`src/rtl/timer_core_if.sv`:
```
// Register-strobe bus between the bus adapter and the timer core.
interface timer_core_if;
  logic [3:0]       write_en;
  logic [3:0]       read_en;
  logic [31:0]      data_in;
  logic [3:0][31:0] data_out;
  logic             irq_out;

  modport master (
    output write_en,
    output read_en,
    output data_in,
    input  data_out,
    input  irq_out
  );

  modport slave (
    input  write_en,
    input  read_en,
    input  data_in,
    output data_out,
    output irq_out
  );
endinterface

```
`src/rtl/timer_core.sv`:
```
// Prescaled down-counting timer: CTRL/LOAD/COUNT/STATUS,
// sticky expiry flag and registered level interrupt.
module timer_core #(
  parameter int unsigned PRESCALE   = 1,
  parameter logic [31:0] RESET_LOAD = 32'h0
) (
  input logic         clk,
  input logic         reset_n,
  timer_core_if.slave bus
);

  localparam int unsigned PW =
    (PRESCALE > 1) ? $clog2(PRESCALE) : 1;
  localparam logic [PW-1:0] PMAX = PW'(PRESCALE - 1);

  logic [2:0]    r_ctrl;
  logic [31:0]   r_load;
  logic [31:0]   r_count;
  logic          r_expired;
  logic          r_clr_pend;
  logic          r_irq;
  logic [PW-1:0] r_psc;

  logic [2:0]    w_ctrl_nxt;
  logic [31:0]   w_load_nxt;
  logic [31:0]   w_count_nxt;
  logic          w_expired_nxt;
  logic          w_irq_nxt;
  logic [PW-1:0] w_psc_nxt;
  logic          w_tick;
  logic          w_expire;
  logic          w_clr;
  logic          w_unused;

  assign w_unused = ^{bus.read_en[2:0]};

  always_comb begin
    w_ctrl_nxt    = r_ctrl;
    w_load_nxt    = r_load;
    w_count_nxt   = r_count;
    w_expired_nxt = r_expired;
    w_psc_nxt     = r_psc;

    w_tick   = r_ctrl[0] && (r_psc == PMAX);
    // A COUNT write swallows a coincident tick entirely
    w_expire = w_tick && !bus.write_en[2]
             && (r_count == 32'h0);
    w_clr    = r_clr_pend
             || (bus.write_en[3] && bus.data_in[0]);

    // Disabled (incl. the enabling write) holds phase at 0
    if (!r_ctrl[0] || w_tick) begin
      w_psc_nxt = '0;
    end else begin
      w_psc_nxt = r_psc + 1'b1;
    end

    if (bus.write_en[0]) begin
      w_ctrl_nxt = bus.data_in[2:0];
    end else if (w_expire && !r_ctrl[1]) begin
      w_ctrl_nxt[0] = 1'b0;
    end

    if (bus.write_en[1]) begin
      w_load_nxt = bus.data_in;
    end

    if (bus.write_en[2]) begin
      w_count_nxt = bus.data_in;
    end else if (w_tick) begin
      if (r_count != 32'h0) begin
        w_count_nxt = r_count - 32'h1;
      end else if (r_ctrl[1]) begin
        w_count_nxt = r_load;
      end
    end

    if (w_expire) begin
      w_expired_nxt = 1'b1;
    end else if (w_clr) begin
      w_expired_nxt = 1'b0;
    end

    w_irq_nxt = w_expired_nxt & w_ctrl_nxt[2];
  end

  always_ff @(posedge clk or negedge reset_n) begin
    if (!reset_n) begin
      r_ctrl     <= 3'b000;
      r_load     <= RESET_LOAD;
      r_count    <= RESET_LOAD;
      r_expired  <= 1'b0;
      r_clr_pend <= 1'b0;
      r_irq      <= 1'b0;
      r_psc      <= '0;
    end else begin
      r_ctrl     <= w_ctrl_nxt;
      r_load     <= w_load_nxt;
      r_count    <= w_count_nxt;
      r_expired  <= w_expired_nxt;
      r_clr_pend <= bus.read_en[3];
      r_irq      <= w_irq_nxt;
      r_psc      <= w_psc_nxt;
    end
  end

  assign bus.data_out[0] = {29'h0, r_ctrl};
  assign bus.data_out[1] = r_load;
  assign bus.data_out[2] = r_count;
  assign bus.data_out[3] = {31'h0, r_expired};
  assign bus.irq_out     = r_irq;

endmodule

```
`src/flat_wrapper.sv`:
```
// flat-port wrapper written by rule: the top's interface ports become plain ports
module timer_core_flat 
#(
  parameter int unsigned PRESCALE   = 1,
  parameter logic [31:0] RESET_LOAD = 32'h0
)
  (clk, reset_n, bus_write_en, bus_read_en, bus_data_in, bus_data_out, bus_irq_out);
  timer_core_if bus_i ();
  input logic clk;
  input logic reset_n;
  input wire logic [$bits(bus_i.write_en)-1:0] bus_write_en;
  input wire logic [$bits(bus_i.read_en)-1:0] bus_read_en;
  input wire logic [$bits(bus_i.data_in)-1:0] bus_data_in;
  output wire logic [$bits(bus_i.data_out)-1:0] bus_data_out;
  output wire logic [$bits(bus_i.irq_out)-1:0] bus_irq_out;
  assign bus_i.write_en = bus_write_en;
  assign bus_i.read_en = bus_read_en;
  assign bus_i.data_in = bus_data_in;
  assign bus_data_out = bus_i.data_out;
  assign bus_irq_out = bus_i.irq_out;
  timer_core #(.PRESCALE(PRESCALE), .RESET_LOAD(RESET_LOAD)) u_core (.clk(clk), .reset_n(reset_n), .bus(bus_i));
endmodule
```
`config.mk`:
```
export PLATFORM = sky130hd
export DESIGN_NAME = timer_core_flat
export DESIGN_NICKNAME = d
export VERILOG_FILES = /design/src/rtl/timer_core_if.sv /design/src/rtl/timer_core.sv /design/src/flat_wrapper.sv
export SDC_FILE = /design/constraint.sdc
export NUM_CORES = 1
export LEC_CHECK = 0
export ABC_AREA = 1
export BUFFER_PORTS_ARGS = -buffer_cell sky130_fd_sc_hd__buf_2
export CORE_MARGIN = 2
export CORE_UTILIZATION = 50
export DETAILED_ROUTE_END_ITERATION = 10
export PLACE_DENSITY = 0.8
export SETUP_SLACK_MARGIN = 0.1
export SLEW_MARGIN = 20
export SYNTH_ARGS = -nofsm -noshare
export SYNTH_HDL_FRONTEND = slang
export SYNTH_SLANG_ARGS = --single-unit
```
`constraint.sdc`:
```
create_clock -name clk -period 5.1 [get_ports clk]
set_input_delay 1.02 -clock clk [delete_from_list [all_inputs] [get_ports clk]]
set_output_delay 1.02 -clock clk [all_outputs]
set_load 0.01 [all_outputs]
```
== Word level (Yosys, flattened, before mapping) ==
Index checks and enable logic that the tools add are counted.
Cells by class
  add/sub/neg operators: 2
  $mul: 0
  divide/modulo/power cells: 0
  order comparisons: 0
  equal/unequal tests: 0
  shift-type cells: 0
  muxes and demuxes: 10
  bitwise gates (word level): 2
  reduce and logical (&&, ||, !) cells: 16
Operator list (count)
  2-to-1 mux 32 bit: 4
  logical NOT 32 bit: 1
  nonzero test 32 bit: 1
  subtractor 32 x 1 -> 32 bit, second input constant: 1
  logical AND 1 bit: 5
  2-to-1 mux 1 bit: 5
  nonzero test 2 bit: 2
  logical NOT 1 bit: 3
  nonzero test 3 bit: 1
  logical OR 1 bit: 2
  2-to-1 mux 2 bit: 1
  AND reduction 2 bit: 1
  adder 1 bit, second input constant: 1
  AND 1 bit: 1
  NOT 1 bit: 1
Storage, ports and cells
  register bits: 71
  latch bits: 0
  memory bits (writable): 0
  ROM bits: 0
  input port bits: 42
  output and inout port bits: 129
  memories: 0

== Longest topological paths before layout ==
  depth after elaboration: 7
  mapped depth: 13
  mapped depth without buffers: 13

== Worst setup path before layout ==
Ideal clock, no wire load.
  path kind: input port to flip-flop
  start: in bus_write_en[2]
  end: reg u_core.r_ctrl[0]
  data arrival time: 2.039 ns
  data required time: 4.974 ns
  setup slack: 2.935 ns
  stages on the path: 7
  cells stage by stage: clkbuf_1 -> inv_1 -> clkbuf_1 -> buf_1 -> nand4_1 -> nand3_1 -> o21ai_0
On the way
  cells in the longest elaborated chain, start to end: 5
Ends and longest elaborated chain
  start, declared: RTL line flat_wrapper.sv:11  | input wire logic [$bits(bus_i.write_en)-1:0] bus_write_en;
  logical NOT 1 bit: RTL line timer_core.sv:46  | w_expire = w_tick && !bus.write_en[2]
  logical AND 1 bit: RTL line timer_core.sv:46
  logical AND 1 bit: RTL line timer_core.sv:47  | && (r_count == 32'h0);
  logical AND 1 bit: RTL line timer_core.sv:60  | end else if (w_expire && !r_ctrl[1]) begin
  nonzero test 2 bit (no line)
  end signal, assigned: RTL line timer_core.sv:97  | r_ctrl <= w_ctrl_nxt;
  end, declared: RTL line timer_core.sv:16  | logic [2:0] r_ctrl;
Every way passes these cells.
A chain may end at the register's enable or synchronous reset.

== Worst setup path after layout ==
  start: reg u_core.r_count[21]
  end: reg u_core.r_count[26]
On the way
  cells in the longest elaborated chain, start to end: 4
  elaborated cells on any way between the ends: 7
Ends and longest elaborated chain
  start, declared: RTL line timer_core.sv:18  | logic [31:0] r_count;
  start signal, assigned: RTL line timer_core.sv:99  | r_count <= w_count_nxt;
  subtractor 32 x 1 -> 32 bit or nonzero test 32 bit (tied branches): RTL line timer_core.sv:72, timer_core.sv:71
  2-to-1 mux 32 bit: RTL line timer_core.sv:71  | if (r_count != 32'h0) begin
  2-to-1 mux 32 bit: RTL line timer_core.sv:70  | end else if (w_tick) begin
  2-to-1 mux 32 bit: RTL line timer_core.sv:68  | if (bus.write_en[2]) begin
Parallel ways exist; a longest one is shown, timed or not. The select of a mux whose other input is x is not followed.

==> key figures <==
Run status
  – Status: finished clean

Yosys
  – Post-synth top area share: 36.70%
  – Post-synth EDFFs: 0
  – Syn_area_per_cell: 6.996 µm²
  – Yosys top cell by area: dfrtp_1
  – Post-Syn Area: 4841 µm²
  – Asr flop ratio synth: 100.0%
  – Post-synthesis cell count: 692
  – Seq cells post-synth: 71
  – Netlist cell types: 29
  – Post-synthesis sequential area ratio: 36.70%
  – Yosys warns: 0
  – Top_reg_cell synth: dfrtp_1
  – Synth area leaders: dfrtp_1, nand2_1, buf_4, nand3_1, nor2_1

Clock tree
  – Max Buffers Root-to-Sink: 2
  – Clk sinks: 71
  – Clk slew on worst S/H paths: 0.08 ns
  – Clock buffer count from CTS: 9
  – Number of cells upsized or downsized after cts: 0
  – CTS tree: done
  – Number of setup buffers added after CTS: 0
  – Later-pin clock latency in the skew report: 0.35 ns
  – Clock tree root driver cell: clkbuf_8
  – # hold bufs at CTS: 0
  – H-tree levels: 3

Worst setup path
  – Crit path DAT: 3.29 ns
  – Critical path type: reg -> reg
  – Delay-heaviest family, CP: simple AND/OR/NAND/NOR gates
  – Critical path buffer and inverter count: 1
  – CP Data Required Time: 5.34 ns
  – Critical Path Start Type: flop
  – R2R setup slack: 2.06 ns
  – Worst Setup End Kind: flop
  – Cells along the critical path: nor2_1, nand3_1, nor2_2, nand2_1, nor2_4, nand3_2, nand2_2, inv_2, nand3_1, nand2_1
  – Crit path max fanout: 38
  – Critical path's slowest cell: nand2_2
  – Critical Path Max Stage Delay: 0.60 ns

Cells and area
  – Share of cells above drive strength 1: 18.94%
  – ANT cells: 0
  – P&R area growth vs syn: 11.09%
  – Most common cell after layout, fill and taps aside: nand2_1
  – Nets: 831
  – Commonest cells after routing, fill and taps aside: nand2_1, buf_2, nor2_1

STA
  – Final Critical Period: 3.043 ns
  – Max Fclk: 328.6 MHz
  – Final Slew Violations: 0
  – Slew HR: 32.89%
  – Clk_skew: 0.01019 ns
  – Hold WS: 0.5136 ns
  – Hold Fails Final Rpt: 0
  – RSZ-0062 raised after global routing: no
  – Worst-margin pin slew: 1.007 ns
  – # setup viols final: 0
  – Final Cycle Share: 59.66%
  – Setup TNS: 0 ns

Min path
  – Hold Crit Class: reg -> reg

Global route
  – First-pass GRT wire length: 20.38 mm
  – Vias in the first global route: 4264
  – Initial antenna violation count: 0
  – GRT Total Usage: 24.77%
  – Largest net degree at the start of global routing: 56
  – Grt ovf: 0

Die
  – Num ports: 171
  – Initial core utilization: 51.90%
  – Die ar.: 10480 µm²
  – Core box area: 9328 µm²
  – Chip height: 102.4 µm
  – Die width: 102.4 µm
  – Row cnt: 35

Drt
  – Vias per Instance: 5.018
  – Antenna-violating nets left: 0
  – DR pass1 iterations: 5
  – Wire length per cell: 13.72 µm
  – Drc violations: 0
  – Vias after detailed routing: 4622
  – Total Routed Length: 12.64 mm
  – DR iter-0 viols: 455

Placement
  – I/O Buffers: 107
  – Hpwl dp: 9.109 mm
  – Placer congestion estimate: 0.9627

Pwr
  – Pleak: 2.827 nW
  – Max VDD drop: 0.0001881 V
  – PD cells: 291.6 nW/µm²

Job
  – Max Cap Viol: 0
## layer usage
layer  vias to the layer above  GRT usage, %  share of wire, %
met5                         -             0                 0
met4                         0         9.538               2.2
met3                        26         3.694               8.5
met2                       250         38.41                45
met1                      2094         35.20                44
li1                       2252             -                 -
## tightest hold or removal path: stages (launching register included)
cell and delay [ns]:
dfrtp_1 0.35, nand2_1 0.07, nand2_1 0.06
## stage by stage
step	cells	instance area (µm²)	setup slack [ns]	power, mW	utilization [%]
global placement	905	5187	1.846	1.116	55.61
finish	921	5378	2.057	1.568	57.65
floorplan	752	5066	2.935	0.9972	-
global route	921	5378	1.823	1.660	57.65
CTS	921	5378	2.082	1.571	57.65
detailed placement	905	5187	1.764	1.126	55.61
## Yosys cell counts, types with 5 or more instances
| library cell | count |
|---|---|
| a21boi_0 | 14 |
| a21oi_1 | 22 |
| buf_4 | 64 |
| clkbuf_1 | 11 |
| dfrtp_1 | 71 |
| inv_1 | 65 |
| mux2_2 | 9 |
| nand2_1 | 196 |
| nand3_1 | 72 |
| nand3b_1 | 5 |
| nor2_1 | 78 |
| nor2_2 | 5 |
| o21ai_0 | 31 |
| xor2_1 | 8 |
## sequential cells by signal, summed over array words and instances, names as in the netlist
signal,cells
u_core.r_count,32
u_core.r_load,32
u_core.r_psc,1
u_core.bus.irq_out,1
u_core.r_clr_pend,1
u_core.r_expired,1
u_core.r_ctrl,3
## path summary, 6_finish.rpt
check,startpoint,to,depth (start not counted)
worst max-delay path,u_core.r_count[21],u_core.r_count[26],10
worst min-delay path,u_core.r_expired,u_core.r_expired,2
worst max register to register,u_core.r_count[21],u_core.r_count[26],10
worst min register to register,u_core.r_expired,u_core.r_expired,2
max in group asynchronous,reset_n,u_core.r_count[22],2
min in group asynchronous,reset_n,u_core.r_ctrl[2],1
## cell families (layout without fill, tap and decap cells)
logic type / count (synthesis) / after routing / synth area share (%)
flops: 71 / 71 / 36.70
xor+xnor: 11 / 11 / 1.990
other cells: 1 / 61 / 0.07747
simple gates: 374 / 374 / 32.72
buf+inv: 152 / 192 / 17.47
mux: 9 / 9 / 2.094
compound gates: 72 / 72 / 8.426
fa+ha+maj: 2 / 2 / 0.5168
## final cells by class
type | instances | area, µm²
fill | 948 | 3950
clock inverter | 5 | 58.81
tap | 129 | 161.4
sequential | 71 | 1777
timing repair buffer | 110 | 558.0
inverter | 66 | 247.7
multi-input combinational | 529 | 2444
clock buffer | 11 | 131.4
## power by group
part / internal, mW / switching [mW]
clock network: 0.226 / 0.221
registers: 0.626 / 0.0840
logic: 0.148 / 0.262
Power figures use the tool's default switching activity.
